--- config.mk ---
export PLATFORM = sky130hd
export DESIGN_NAME = degamma_lut_ctrl
export DESIGN_NICKNAME = d
export VERILOG_FILES = /design/src/rtl/degamma_pkg.sv /design/src/rtl/degamma_lut_addr_gen.sv /design/src/rtl/degamma_lut_ctrl.sv
export SDC_FILE = /design/constraint.sdc
export NUM_CORES = 1
export LEC_CHECK = 0
export ABC_CLOCK_PERIOD_IN_PS = 1520
export CAP_MARGIN = 10
export CELL_PAD_IN_SITES_DETAIL_PLACEMENT = 0
export CELL_PAD_IN_SITES_GLOBAL_PLACEMENT = 1
export CORE_MARGIN = 4
export CORE_UTILIZATION = 30
export CTS_CLUSTER_SIZE = 25
export DETAILED_ROUTE_END_ITERATION = 8
export GPL_TIMING_DRIVEN = 0
export MAX_ROUTING_LAYER = met4
export PLACE_DENSITY = 0.78
export SLEW_MARGIN = 40
export SYNTH_ARGS = -nofsm -noshare
export SYNTH_HDL_FRONTEND = slang
export SYNTH_SLANG_ARGS = --single-unit
export TNS_END_PERCENT = 1
--- constraint.sdc ---
create_clock -name clk -period 1.52 [get_ports clk]
set_clock_uncertainty 0.05 [all_clocks]
set_input_delay 0.152 -clock clk [delete_from_list [all_inputs] [get_ports clk]]
set_output_delay 0.152 -clock clk [all_outputs]
set_load 0.1 [all_outputs]
--- src/rtl/degamma_pkg.sv ---
// Shared types, default sizes and the identity-ramp helper for the degamma LUT controller.
package degamma_pkg;

    localparam int AW_DEF = 10;
    localparam int DW_DEF = 12;

    typedef enum logic [1:0] {
        ST_INIT = 2'd0,
        ST_IDLE = 2'd1,
        ST_PEND = 2'd2,
        ST_COPY = 2'd3
    } state_t;

    // Entry value of the identity ramp: bank index is dropped, index is scaled to full DW range.
    function automatic logic [31:0] identity_entry(input logic [31:0] addr,
                                                   input int aw,
                                                   input int dw);
        logic [31:0] mask;
        mask = (32'd1 << aw) - 32'd1;
        return (addr & mask) << (dw - aw);
    endfunction

endpackage

--- src/rtl/degamma_lut_addr_gen.sv ---
// Loadable up-counter that walks LUT indices for the identity fill and the bank copy.
module degamma_lut_addr_gen
    import degamma_pkg::*;
#(
    parameter int W = AW_DEF + 1
) (
    input  logic         clk,
    input  logic         rst,
    input  logic         start,
    input  logic         adv,
    input  logic [W-1:0] count_max,
    output logic [W-1:0] addr,
    output logic         last
);

    logic [W-1:0] cnt_q, cnt_d;

    // start restarts the walk at 0 in the same cycle it is asserted
    always_comb begin
        addr  = start ? '0 : cnt_q;
        last  = (addr == count_max);
        cnt_d = cnt_q;
        if (start || adv) begin
            cnt_d = last ? '0 : addr + W'(1);
        end
    end

    always_ff @(posedge clk) begin
        if (rst) begin
            cnt_q <= '0;
        end else begin
            cnt_q <= cnt_d;
        end
    end

endmodule

--- src/rtl/degamma_lut_ctrl.sv ---
// Double-buffered degamma LUT controller: identity fill, shadow-bank host writes, frame-aligned swap.
// Optional post-swap shadow refresh is built when DEGAMMA_LUT_COPY_EN is defined.
//
// state   | meaning
// INIT    | identity ramp written into both banks
// IDLE    | host writes accepted into the shadow bank
// PEND    | commit armed, waiting for frame_end to swap
// COPY    | new active bank mirrored into the new shadow bank
module degamma_lut_ctrl
    import degamma_pkg::*;
#(
    parameter int AW = AW_DEF,
    parameter int DW = DW_DEF
) (
    input  logic          clk,
    input  logic          rst,
    input  logic          frame_end,
    input  logic          cfg_valid,
    output logic          cfg_ready,
    input  logic [AW-1:0] cfg_addr,
    input  logic [DW-1:0] cfg_data,
    input  logic          commit_req,
    output logic          commit_pending,
    output logic          commit_done,
    output logic          init_done,
    output logic          act_bank,
    output logic          lut_we,
    output logic [AW:0]   lut_waddr,
    output logic [DW-1:0] lut_wdata,
    output logic          lut_re,
    output logic [AW:0]   lut_raddr,
    input  logic [DW-1:0] lut_rdata
);

    localparam logic [AW:0] INIT_MAX = '1;
    localparam logic [AW:0] COPY_MAX = {1'b0, {AW{1'b1}}};

    state_t        state_q, state_d;
    logic          act_bank_q, act_bank_d;
    logic          cfg_ready_q, cfg_ready_d;
    logic          commit_pending_q, commit_pending_d;
    logic          commit_done_q, commit_done_d;
    logic          init_done_q, init_done_d;
    logic          lut_we_q, lut_we_d;
    logic [AW:0]   lut_waddr_q, lut_waddr_d;
    logic [DW-1:0] lut_wdata_q, lut_wdata_d;

    logic          gen_start, gen_adv, gen_last;
    logic [AW:0]   gen_max, gen_addr;

`ifdef DEGAMMA_LUT_COPY_EN
    logic          lut_re_q, lut_re_d;
    logic [AW:0]   lut_raddr_q, lut_raddr_d;
    logic          rd_busy_q, rd_busy_d;
    logic          rd_vld_q, rd_vld_d;
    logic [AW-1:0] rd_idx_q, rd_idx_d;
    logic          sticky_q, sticky_d;
`else
    logic          rdata_unused;
    assign rdata_unused = ^lut_rdata;
`endif

    degamma_lut_addr_gen #(.W(AW + 1)) u_addr_gen (
        .clk       (clk),
        .rst       (rst),
        .start     (gen_start),
        .adv       (gen_adv),
        .count_max (gen_max),
        .addr      (gen_addr),
        .last      (gen_last)
    );

    always_comb begin
        state_d       = state_q;
        act_bank_d    = act_bank_q;
        commit_done_d = 1'b0;
        init_done_d   = init_done_q;
        lut_we_d      = 1'b0;
        lut_waddr_d   = lut_waddr_q;
        lut_wdata_d   = lut_wdata_q;
        gen_start     = 1'b0;
        gen_adv       = 1'b0;
        gen_max       = (state_q == ST_INIT) ? INIT_MAX : COPY_MAX;
`ifdef DEGAMMA_LUT_COPY_EN
        lut_re_d      = 1'b0;
        lut_raddr_d   = lut_raddr_q;
        rd_busy_d     = rd_busy_q;
        rd_vld_d      = lut_re_q;
        rd_idx_d      = lut_raddr_q[AW-1:0];
        sticky_d      = sticky_q;
`endif
        case (state_q)
            ST_INIT: begin
                gen_adv     = 1'b1;
                lut_we_d    = 1'b1;
                lut_waddr_d = gen_addr;
                lut_wdata_d = DW'(identity_entry(32'(gen_addr), AW, DW));
                if (gen_last) state_d = ST_IDLE;
            end
            ST_IDLE: begin
                init_done_d = 1'b1;
                if (cfg_valid && cfg_ready_q) begin
                    lut_we_d    = 1'b1;
                    lut_waddr_d = {~act_bank_q, cfg_addr};
                    lut_wdata_d = cfg_data;
                end
                if (commit_req) state_d = ST_PEND;
            end
            ST_PEND: begin
                if (frame_end) begin
                    act_bank_d    = ~act_bank_q;
                    commit_done_d = 1'b1;
`ifdef DEGAMMA_LUT_COPY_EN
                    // first read is issued on the swap edge so COPY spans exactly 2^AW+2 cycles
                    state_d     = ST_COPY;
                    gen_start   = 1'b1;
                    lut_re_d    = 1'b1;
                    lut_raddr_d = {act_bank_d, gen_addr[AW-1:0]};
                    rd_busy_d   = ~gen_last;
`else
                    state_d     = ST_IDLE;
`endif
                end
            end
            ST_COPY: begin
`ifdef DEGAMMA_LUT_COPY_EN
                if (rd_busy_q) begin
                    gen_adv     = 1'b1;
                    lut_re_d    = 1'b1;
                    lut_raddr_d = {act_bank_q, gen_addr[AW-1:0]};
                    rd_busy_d   = ~gen_last;
                end
                if (rd_vld_q) begin
                    lut_we_d    = 1'b1;
                    lut_waddr_d = {~act_bank_q, rd_idx_q};
                    lut_wdata_d = lut_rdata;
                end
                if (commit_req) sticky_d = 1'b1;
                if (!rd_busy_q && !lut_re_q && !rd_vld_q) begin
                    state_d  = (sticky_q || commit_req) ? ST_PEND : ST_IDLE;
                    sticky_d = 1'b0;
                end
`else
                state_d = ST_IDLE;
`endif
            end
            default: state_d = ST_INIT;
        endcase
        cfg_ready_d      = (state_d == ST_IDLE) && (state_q != ST_INIT);
        commit_pending_d = (state_d == ST_PEND);
    end

    always_ff @(posedge clk) begin
        if (rst) begin
            state_q          <= ST_INIT;
            act_bank_q       <= 1'b0;
            cfg_ready_q      <= 1'b0;
            commit_pending_q <= 1'b0;
            commit_done_q    <= 1'b0;
            init_done_q      <= 1'b0;
            lut_we_q         <= 1'b0;
            lut_waddr_q      <= '0;
            lut_wdata_q      <= '0;
`ifdef DEGAMMA_LUT_COPY_EN
            lut_re_q         <= 1'b0;
            lut_raddr_q      <= '0;
            rd_busy_q        <= 1'b0;
            rd_vld_q         <= 1'b0;
            rd_idx_q         <= '0;
            sticky_q         <= 1'b0;
`endif
        end else begin
            state_q          <= state_d;
            act_bank_q       <= act_bank_d;
            cfg_ready_q      <= cfg_ready_d;
            commit_pending_q <= commit_pending_d;
            commit_done_q    <= commit_done_d;
            init_done_q      <= init_done_d;
            lut_we_q         <= lut_we_d;
            lut_waddr_q      <= lut_waddr_d;
            lut_wdata_q      <= lut_wdata_d;
`ifdef DEGAMMA_LUT_COPY_EN
            lut_re_q         <= lut_re_d;
            lut_raddr_q      <= lut_raddr_d;
            rd_busy_q        <= rd_busy_d;
            rd_vld_q         <= rd_vld_d;
            rd_idx_q         <= rd_idx_d;
            sticky_q         <= sticky_d;
`endif
        end
    end

    assign cfg_ready      = cfg_ready_q;
    assign commit_pending = commit_pending_q;
    assign commit_done    = commit_done_q;
    assign init_done      = init_done_q;
    assign act_bank       = act_bank_q;
    assign lut_we         = lut_we_q;
    assign lut_waddr      = lut_waddr_q;
    assign lut_wdata      = lut_wdata_q;
`ifdef DEGAMMA_LUT_COPY_EN
    assign lut_re         = lut_re_q;
    assign lut_raddr      = lut_raddr_q;
`else
    assign lut_re         = 1'b0;
    assign lut_raddr      = '0;
`endif

endmodule
### Word-level counts from Yosys, hierarchy flattened

Index checks and enable logic that the tools add are counted.

| storage, ports and cells | value |
|---|---|
| bits in registers | 42 |
| input bits | 39 |

| operators by class | value |
|---|---|
| bitwise logic cells | 2 |
| add/sub/neg operators | 1 |
| equal/unequal tests | 7 |
| reductions and logical operators | 8 |
| multiplexer cells | 14 |

Operators by type and width:

| operator | count |
|---|---|
| $mux W11 | 3 |
| $pmux W12 S2 | 1 |
| $pmux W11 S2 | 1 |
| $mux W12 | 1 |
| $add A11 B1 Y11 const B | 1 |
| $eq A11 B11 Y1 | 1 |
| $pmux W2 S4 | 1 |
| $eq A2 B2 Y1 const B | 3 |
| $mux W2 | 3 |
| $eq A2 B1 Y1 const B | 2 |
| $reduce_and A2 Y1 | 2 |
| $reduce_bool A2 Y1 | 2 |
| $mux W1 | 3 |
| $logic_and A1 B1 Y1 | 2 |
| $logic_not A2 Y1 | 1 |
| $ne A2 B2 Y1 const B | 1 |
| $not A1 Y1 | 2 |
| $pmux W1 S2 | 1 |
| $reduce_or A2 Y1 | 1 |

### Logic depth before layout (Yosys ltp)

Gate-level depths: netlist (run 1).

| depth | value |
|---|---|
| depth after elaboration | 7 |
| gate-level depth with buffers | 6 |
| gate-level depth less buffers | 5 |

### By module

From an unflattened synthesis (run 1), not the netlist that was laid out.

| unflattened totals | value |
|---|---|
| cell total of the unflattened synthesis | 260 |
| area total of the unflattened synthesis | 2248.4 um2 |

By module, submodules not included:

| module | area an instance (um2) | sequential area each (um2) | instances | cells an instance |
|---|---|---|---|---|
| degamma_lut_ctrl | 1288.7 | 620.6 | 1 | 128 |
| degamma_lut_addr_gen | 959.7 | 220.2 | 1 | 132 |

### Least setup slack after synthesis (run 1)

OpenSTA, ideal clock, no wires.

| path | value |
|---|---|
| path kind | reg-to-reg |
| start | register cfg_ready_q (netlist: cfg_ready) |
| end | register lut_waddr_q[0] (netlist: lut_waddr[0]) |
| clock period less this slack | 1.981 ns |
| stages on the path, launching flop included | 6 |
| data arrival time | 1.846 ns |
| slack | -0.461 ns |
| data required time | 1.384 ns |
| path through | dfxtp_1 > nand2_1 > a21oi_2 > buf_2 > nor2_1 > a211oi_1 |

| between the ends | value |
|---|---|
| cells in the longest elaborated chain, start to end | 3 |

Ends and longest elaborated chain:

| element | line | RTL |
|---|---|---|
| start: declaration | degamma_lut_ctrl.sv:40 | `logic cfg_ready_q, cfg_ready_d;` |
| start signal: assignment | degamma_lut_ctrl.sv:175 | `cfg_ready_q <= cfg_ready_d;` |
| $logic_and A1 B1 Y1 | degamma_lut_ctrl.sv:102 | `if (cfg_valid && cfg_ready_q) begin` |
| $ne A2 B2 Y1 (no source line) | - |  |
| $reduce_and A2 Y1 (no source line) | - |  |
| end signal: assignment | degamma_lut_ctrl.sv:180 | `lut_waddr_q <= lut_waddr_d;` |
| end: declaration | degamma_lut_ctrl.sv:45 | `logic [AW:0] lut_waddr_q, lut_waddr_d;` |

No other way between the ends.
A chain may end at the register's enable or synchronous reset.

### Worst setup path after layout (run 1)

| path | value |
|---|---|
| start | register state_q[0] |
| end | register u_addr_gen.cnt_q[9] |

| between the ends | value |
|---|---|
| cells in the longest elaborated chain, start to end | 4 |
| elaborated cells between the ends (all ways) | 5 |
| those cells by class | eq/ne: 1; mux: 3; reduce/logical: 1 |

Ends and longest elaborated chain:

| element | line | RTL |
|---|---|---|
| start: declaration | degamma_lut_ctrl.sv:38 | `state_t state_q, state_d;` |
| start signal: assignment | degamma_lut_ctrl.sv:173 | `state_q <= state_d;` |
| $logic_not A2 Y1 (*) | degamma_lut_ctrl.sv:83, degamma_lut_ctrl.sv:92 |  |
| $mux W11 | degamma_lut_ctrl.sv:83 | `gen_max = (state_q == ST_INIT) ? INIT_MAX : COPY_MAX;` |
| $eq A11 B11 Y1 | degamma_lut_addr_gen.sv:21 | `last = (addr == count_max);` |
| $mux W11 | degamma_lut_addr_gen.sv:24 | `cnt_d = last ? '0 : addr + W'(1);` |
| end signal: assignment | degamma_lut_addr_gen.sv:32 | `cnt_q <= cnt_d;` |
| end: declaration | degamma_lut_addr_gen.sv:16 | `logic [W-1:0] cnt_q, cnt_d;` |

Mark *: on every way between the ends. The rest lies on a longest branch, timed or not.

==> qor.yml, run 1 <==
startpoint: "state_q[0]"
max_freq_ghz: 0.679
min_period_ns: 1.47
start_util: 0.314
worst_ep_required_time_ns: 1.69
hold_end: "lut_wdata[0]"
synth_top_area_share: 0.445
n_fill_cell: 615
r2r-start: "state_q[0]"
startpoint_type: "flip-flop"
yosysMostFrequentCell: "dfxtp_1"
grt_pass1_vias: 1593
cts_tree: "built"
synth_commonest_cells: "dfxtp_1 (42), nor2_1 (37), a211oi_1 (20), mux2i_1 (20), buf_4 (15)"
drt-total-wl_mm: 5.06
gp_congestion: 0.761
cts_made_buffers: 5
chipWidth_um: 87.4
hpwl_mm: 3.72
antenna_found_initial: 0
fin_setup_tns_ns: 0
rsz0062_at_grt: "yes"
p_per_area_nw_per_um2: 868
status: "complete, no violations"
min_from: "cfg_data[0]"
ff2ff_setup_slack_ns: 0.05
crit_type: "reg -> reg"
ant_nets: 0
async_flop_share: 0
root_buffer: "clkbuf_8"
ir_worst_vdd_mv: 0.406
pin_count: 80
die_h_um: 87.4
netlist.top_cell.by_area: "dfxtp_1"
seq_area_frac_synth: 0.445
synth_cell_type_count: 33
htree_num_levels: 2
synthCells: 206
fp-row-count: 28
grt_usage: 0.138
drv_cap: 0
via_per_inst: 4.60
rr_worst_depth: 5
worstHoldPathCells: 3
min_period_over_period: 0.969
finalSetupViolCount: 0
cts_buffer_depth: 2
layout-drive-gt1-share: 0.296
finalHoldViolations: 0
dieArea_um2: 7640
grt_pass1_wl_mm: 7.90
avgSynthCellArea_um2: 9.18
numPortBuffers: 55
reg2reg_to: "u_addr_gen.cnt_q[9]"
synthTopCellsByArea: "dfxtp_1 (44%), mux2i_1 (11%), a211oi_1 (7.9%)"
syn2layout_area_growth_pct: 38.3
drt_first_pass_iters: 6
synth_seq_cells: 42
synth_area_um2: 1890
num_vias: 1652
coreArea_um2: 6030
synth_flop_cell: "dfxtp_1"
drt_iter0_markers: 53
cp-end-kind: "flip-flop"
clkSinkCount: 42
synth_edf_count: 0
maxSlewViolCount: 0
clk_latency_ns: 0.29
path_clk_slew_ns: 0.09
wl_per_cell_um: 14.1
hp-class: "in -> reg"
layout.nets: 323
critPathMaxFanout: 10
grt_max_degree: 14
p_leak_nw: 1.12
gr-total-overflow: 0
drc_errors: 0
arrival_ns: 1.65
fin_util: 0.434
diodes: 0
ys_warn_count: 0
[critical path, stage by stage, from the launching register on]
cell and delay [ns]:
dfxtp_2 0.33, buf_6 0.13, and4bb_2 0.32, nand2_2 0.08
or3_4 0.37, a21oi_2 0.13
[registers in the layout, summed over array words and instances (netlist names)]
signal	count
lut_wdata	12
lut_waddr	11
u_addr_gen.cnt_q	11
state_q	2
act_bank	1
cfg_ready	1
commit_done	1
commit_pending	1
init_done	1
lut_we	1
[timing repair]
action	in CTS	in global routing
pin swaps	2	5
gates resized for setup	6	23
endpoints found under the setup margin	5	35
hold buffers	0	0
gates cloned	0	0
buffers inserted	2	2
[cell type report]
type	instances	area (µm²)	area share
Tap cell	75	93.8	0.0359
Clock inverter	2	12.5	0.00478
Inverter	1	3.75	0.00144
Clock buffer	6	82.6	0.0316
Sequential cell	42	858	0.328
Buffer	28	196	0.0751
Timing Repair Buffer	59	435	0.167
Multi-Input combinational cell	146	932	0.356
[worst max-delay path by stage]
stage                     endpoint  slack [ns]  cells after the start
4_1_cts        u_addr_gen.cnt_q[9]      0.0008                      5
3_5_place_dp          lut_waddr[9]       -0.26                      4
3_3_place_gp                lut_we       -0.25                      4
5_1_grt        u_addr_gen.cnt_q[9]       -0.03                      5
2_1_floorplan         lut_waddr[0]        0.07                      5
6_report       u_addr_gen.cnt_q[9]        0.05                      5
[cells by family after synthesis]
family / count (synthesis) / share of synthesized area
adder cells (fa/ha/maj): 1 / 0.00662
flip-flops: 42 / 0.445
buffers and inverters: 29 / 0.0953
XOR/XNOR: 9 / 0.0417
multiplexers: 20 / 0.106
AO/OA/AOI/OAI: 35 / 0.125
other: 1 / 0.00198
AND/OR/NAND/NOR: 69 / 0.179
[layout by cell type, fill, tap and decap left out, drive strengths merged]
cell           synthesis  final
nand3                  4      4
a21oi                  9      9
and2                   2      2
a211oi                20     20
or2                    1      1
dfxtp                 42     42
ha                     1      1
and3                   1      1
nand2b                 1      1
and4                   1      1
o21ai                  3      3
inv                    1      1
conb                   1     12
nor2b                  1      1
nor2                  37     37
nand3b                 2      2
a21o                   1      1
clkbuf                 6     14
buf                   22     53
clkinv                 0      1
a22oi                  1      1
and4bb                 2      2
mux2i                 20     20
or3                    1      1
o211ai                 1      1
clkinvlp               0      1
xor2                   9      9
nor3                   1      1
nand4                  7      7
clkdlybuf4s50          0     26
nand2                  8      8
[power breakdown]
group / internal (W) / switching (W) / leakage [nW]
combinational: 0.000114 / 0.000264 / 0.729
clock: 0.000366 / 0.000396 / 0.0472
sequential: 0.00111 / 0.0000158 / 0.344
total: 0.00159 / 0.000676 / 1.12
[metal layers]
| layer | share of wire | vias up | global-route usage |
|---|---|---|---|
| met5 | 0 | - | - |
| met4 | 0.0081 | 0 | 0.0335 |
| met3 | 0.052 | 5 | 0.0341 |
| met2 | 0.49 | 38 | 0.216 |
| met1 | 0.45 | 765 | 0.178 |
| li1 | - | 844 | - |
[stage by stage]
step                      total power [W]  setup slack (ns)  hold slack (ns)  std cells  instance area (µm²)
final                             0.00227            0.0464            0.385        359                 2620
after global routing              0.00237           -0.0298            0.398        359                 2620
after CTS                         0.00229          0.000844            0.380        357                 2550
after detailed placement          0.00153            -0.260            0.405        347                 2430
after global placement            0.00153            -0.250            0.393        347                 2580
after floorplan                   0.00142            0.0657            0.273        217                 1940
Note: power is estimated with default switching activity, not from simulation.
==> inputs of run 2 (changes only) <==
CORE_ASPECT_RATIO = 0.6   (was not set)
==> run 2 against run 1 <==
Sequential share of layout area increased by 0.28 points. Critical path depth unchanged. Largest cell class unchanged. Die area increased by 0.54%. Critical path type unchanged. Global-route usage increased by 0.22 points. Power decreased by 0.21%. First-iteration DRC count increased by 53%. Non-clock buffer count decreased by 3. Sequential cell count unchanged. Largest power group unchanged.
==> qor.yml, run 2 (synthesized netlist as in run 1, its figures left out) <==
final_cell_area_um2: 2580
dieArea_um2: 7680
power_frac_clock: 0.333
ant_nets: 0
via_per_inst: 4.51
startpoint_type: "flip-flop"
swShare: 0.296
gr-total-overflow: 0
fin_setup_tns_ns: 0
gp_congestion: 0.782
final_cell_mix: "nor2_1 (37), dfxtp_1 (36), buf_2 (32)"
antenna_found_initial: 0
p_switching_w: 0.000669
p_leak_nw: 1.10
clkSinkCount: 42
cts_buffer_depth: 2
htree_num_levels: 2
finalHoldViolations: 0
diodes: 0
p_int_w: 0.00160
layout.nets: 320
final_common_cell: "nor2_1"
finalPower_w: 0.00226
cp-end-kind: "flip-flop"
drt_iter0_markers: 81
coreArea_um2: 6110
rsz0062_at_grt: "yes"
min_period_ns: 1.47
chipWidth_um: 110
timing.hold.ws_ns: 0.396
drt_first_pass_iters: 4
n_fill_cell: 642
clk_latency_ns: 0.30
pin_count: 80
crit_type: "reg -> reg"
place_area_um2: 2450
drc_errors: 0
die_h_um: 69.5
numPortBuffers: 55
hp-class: "in -> reg"
wl_per_cell_um: 14.2
grt_max_degree: 13
worst_ep_required_time_ns: 1.70
finalSetupViolCount: 0
hpwl_mm: 3.93
cts_made_buffers: 5
ir_worst_vdd_mv: 0.334
max_freq_ghz: 0.679
num_vias: 1645
seqPwrFrac: 0.500
root_buffer: "clkbuf_8"
p_per_area_nw_per_um2: 876
path_clk_slew_ns: 0.08
cts_tree: "built"
drt-total-wl_mm: 5.20
fp-row-count: 22
cts_hold_buf: 0
drv_cap: 0
status: "complete, no violations"
syn2layout_area_growth_pct: 36.7
start_util: 0.309
grt_pass1_wl_mm: 8.46
arrival_ns: 1.66
grt_pass1_vias: 1621
combPwrFrac: 0.167
min_period_over_period: 0.969
maxSlewViolCount: 0
grt_usage: 0.140
layout-drive-gt1-share: 0.270
critPathMaxFanout: 10
largest_reg_flops: 12
==> run 2: cell types whose count changed in the layout (fill, tap and decap cells not counted) <==
cell / delta
buf_4: -2
a21oi_2: -1
or3_1: +1
dfxtp_2: -2
clkinvlp_4: -1
or3_4: -1
dfxtp_1: +2
clkbuf_1: +1
a21oi_1: +1
buf_6: -1
==> run 2: final cells by class <==
type | count | area, µm² | area share
sequential | 42 | 856 | 0.331
buffer | 28 | 193 | 0.0745
clock buffer | 7 | 86.3 | 0.0334
multi-input combinational | 146 | 923 | 0.357
clock inverter | 1 | 5.00 | 0.00194
inverter | 1 | 3.75 | 0.00145
tap | 84 | 105 | 0.0407
timing repair buffer | 56 | 413 | 0.160
==> run 2: path summary, 6_finish.rpt <==
| check | startpoint | end | slack (ns) | cells after the start |
|---|---|---|---|---|
| hold / removal | cfg_data[1] | lut_wdata[1] | 0.40 | 3 |
| setup / recovery | state_q[0] | u_addr_gen.cnt_q[9] | 0.05 | 5 |
| hold reg to reg | lut_wdata[0] | lut_wdata[0] | 0.41 | 2 |
| setup reg to reg | state_q[0] | u_addr_gen.cnt_q[9] | 0.05 | 5 |
==> run 2: metal layers <==
metal | part of all wire | vias to the layer above | track usage | routed length (µm)
li1 | - | 839 | - | -
met1 | 0.53 | 758 | 0.207 | 2780
met2 | 0.40 | 41 | 0.181 | 2080
met3 | 0.057 | 7 | 0.0445 | 294
met4 | 0.0088 | 0 | 0.0328 | 46
met5 | 0 | - | - | 0
==> run 2: power groups by stage <==
stage	Combinational, W	Sequential (W)	Clock (W)
floorplan	0.000201	0.00122	0
global placement	0.000381	0.00116	0
detailed placement	0.000372	0.00116	0
CTS	0.000373	0.00113	0.000772
global route	0.000399	0.00113	0.000823
finish	0.000379	0.00113	0.000754
==> run 2: through the flow <==
step / std cells / setup slack [ns] / util
after floorplan: 217 / 0.0657 / -
after global placement: 356 / -0.274 / 0.424
after detailed placement: 356 / -0.269 / 0.400
after CTS: 364 / 0.0143 / 0.416
after global routing: 365 / -0.0414 / 0.423
final: 365 / 0.0473 / 0.423
==> run 2: worst max-delay path, cell delays in order, from the launching register on <==
cell and delay [ns]:
dfxtp_1 0.32, buf_6 0.14, and4bb_2 0.33, nand2_2 0.08, or3_1 0.35, a21oi_1 0.14
==> run 2: repair_timing <==
item                                    CTS  global route
gates resized for setup                   4            20
setup buffers                             0             1
endpoints found under the setup margin    6            42
endpoints found under the hold margin     0             0
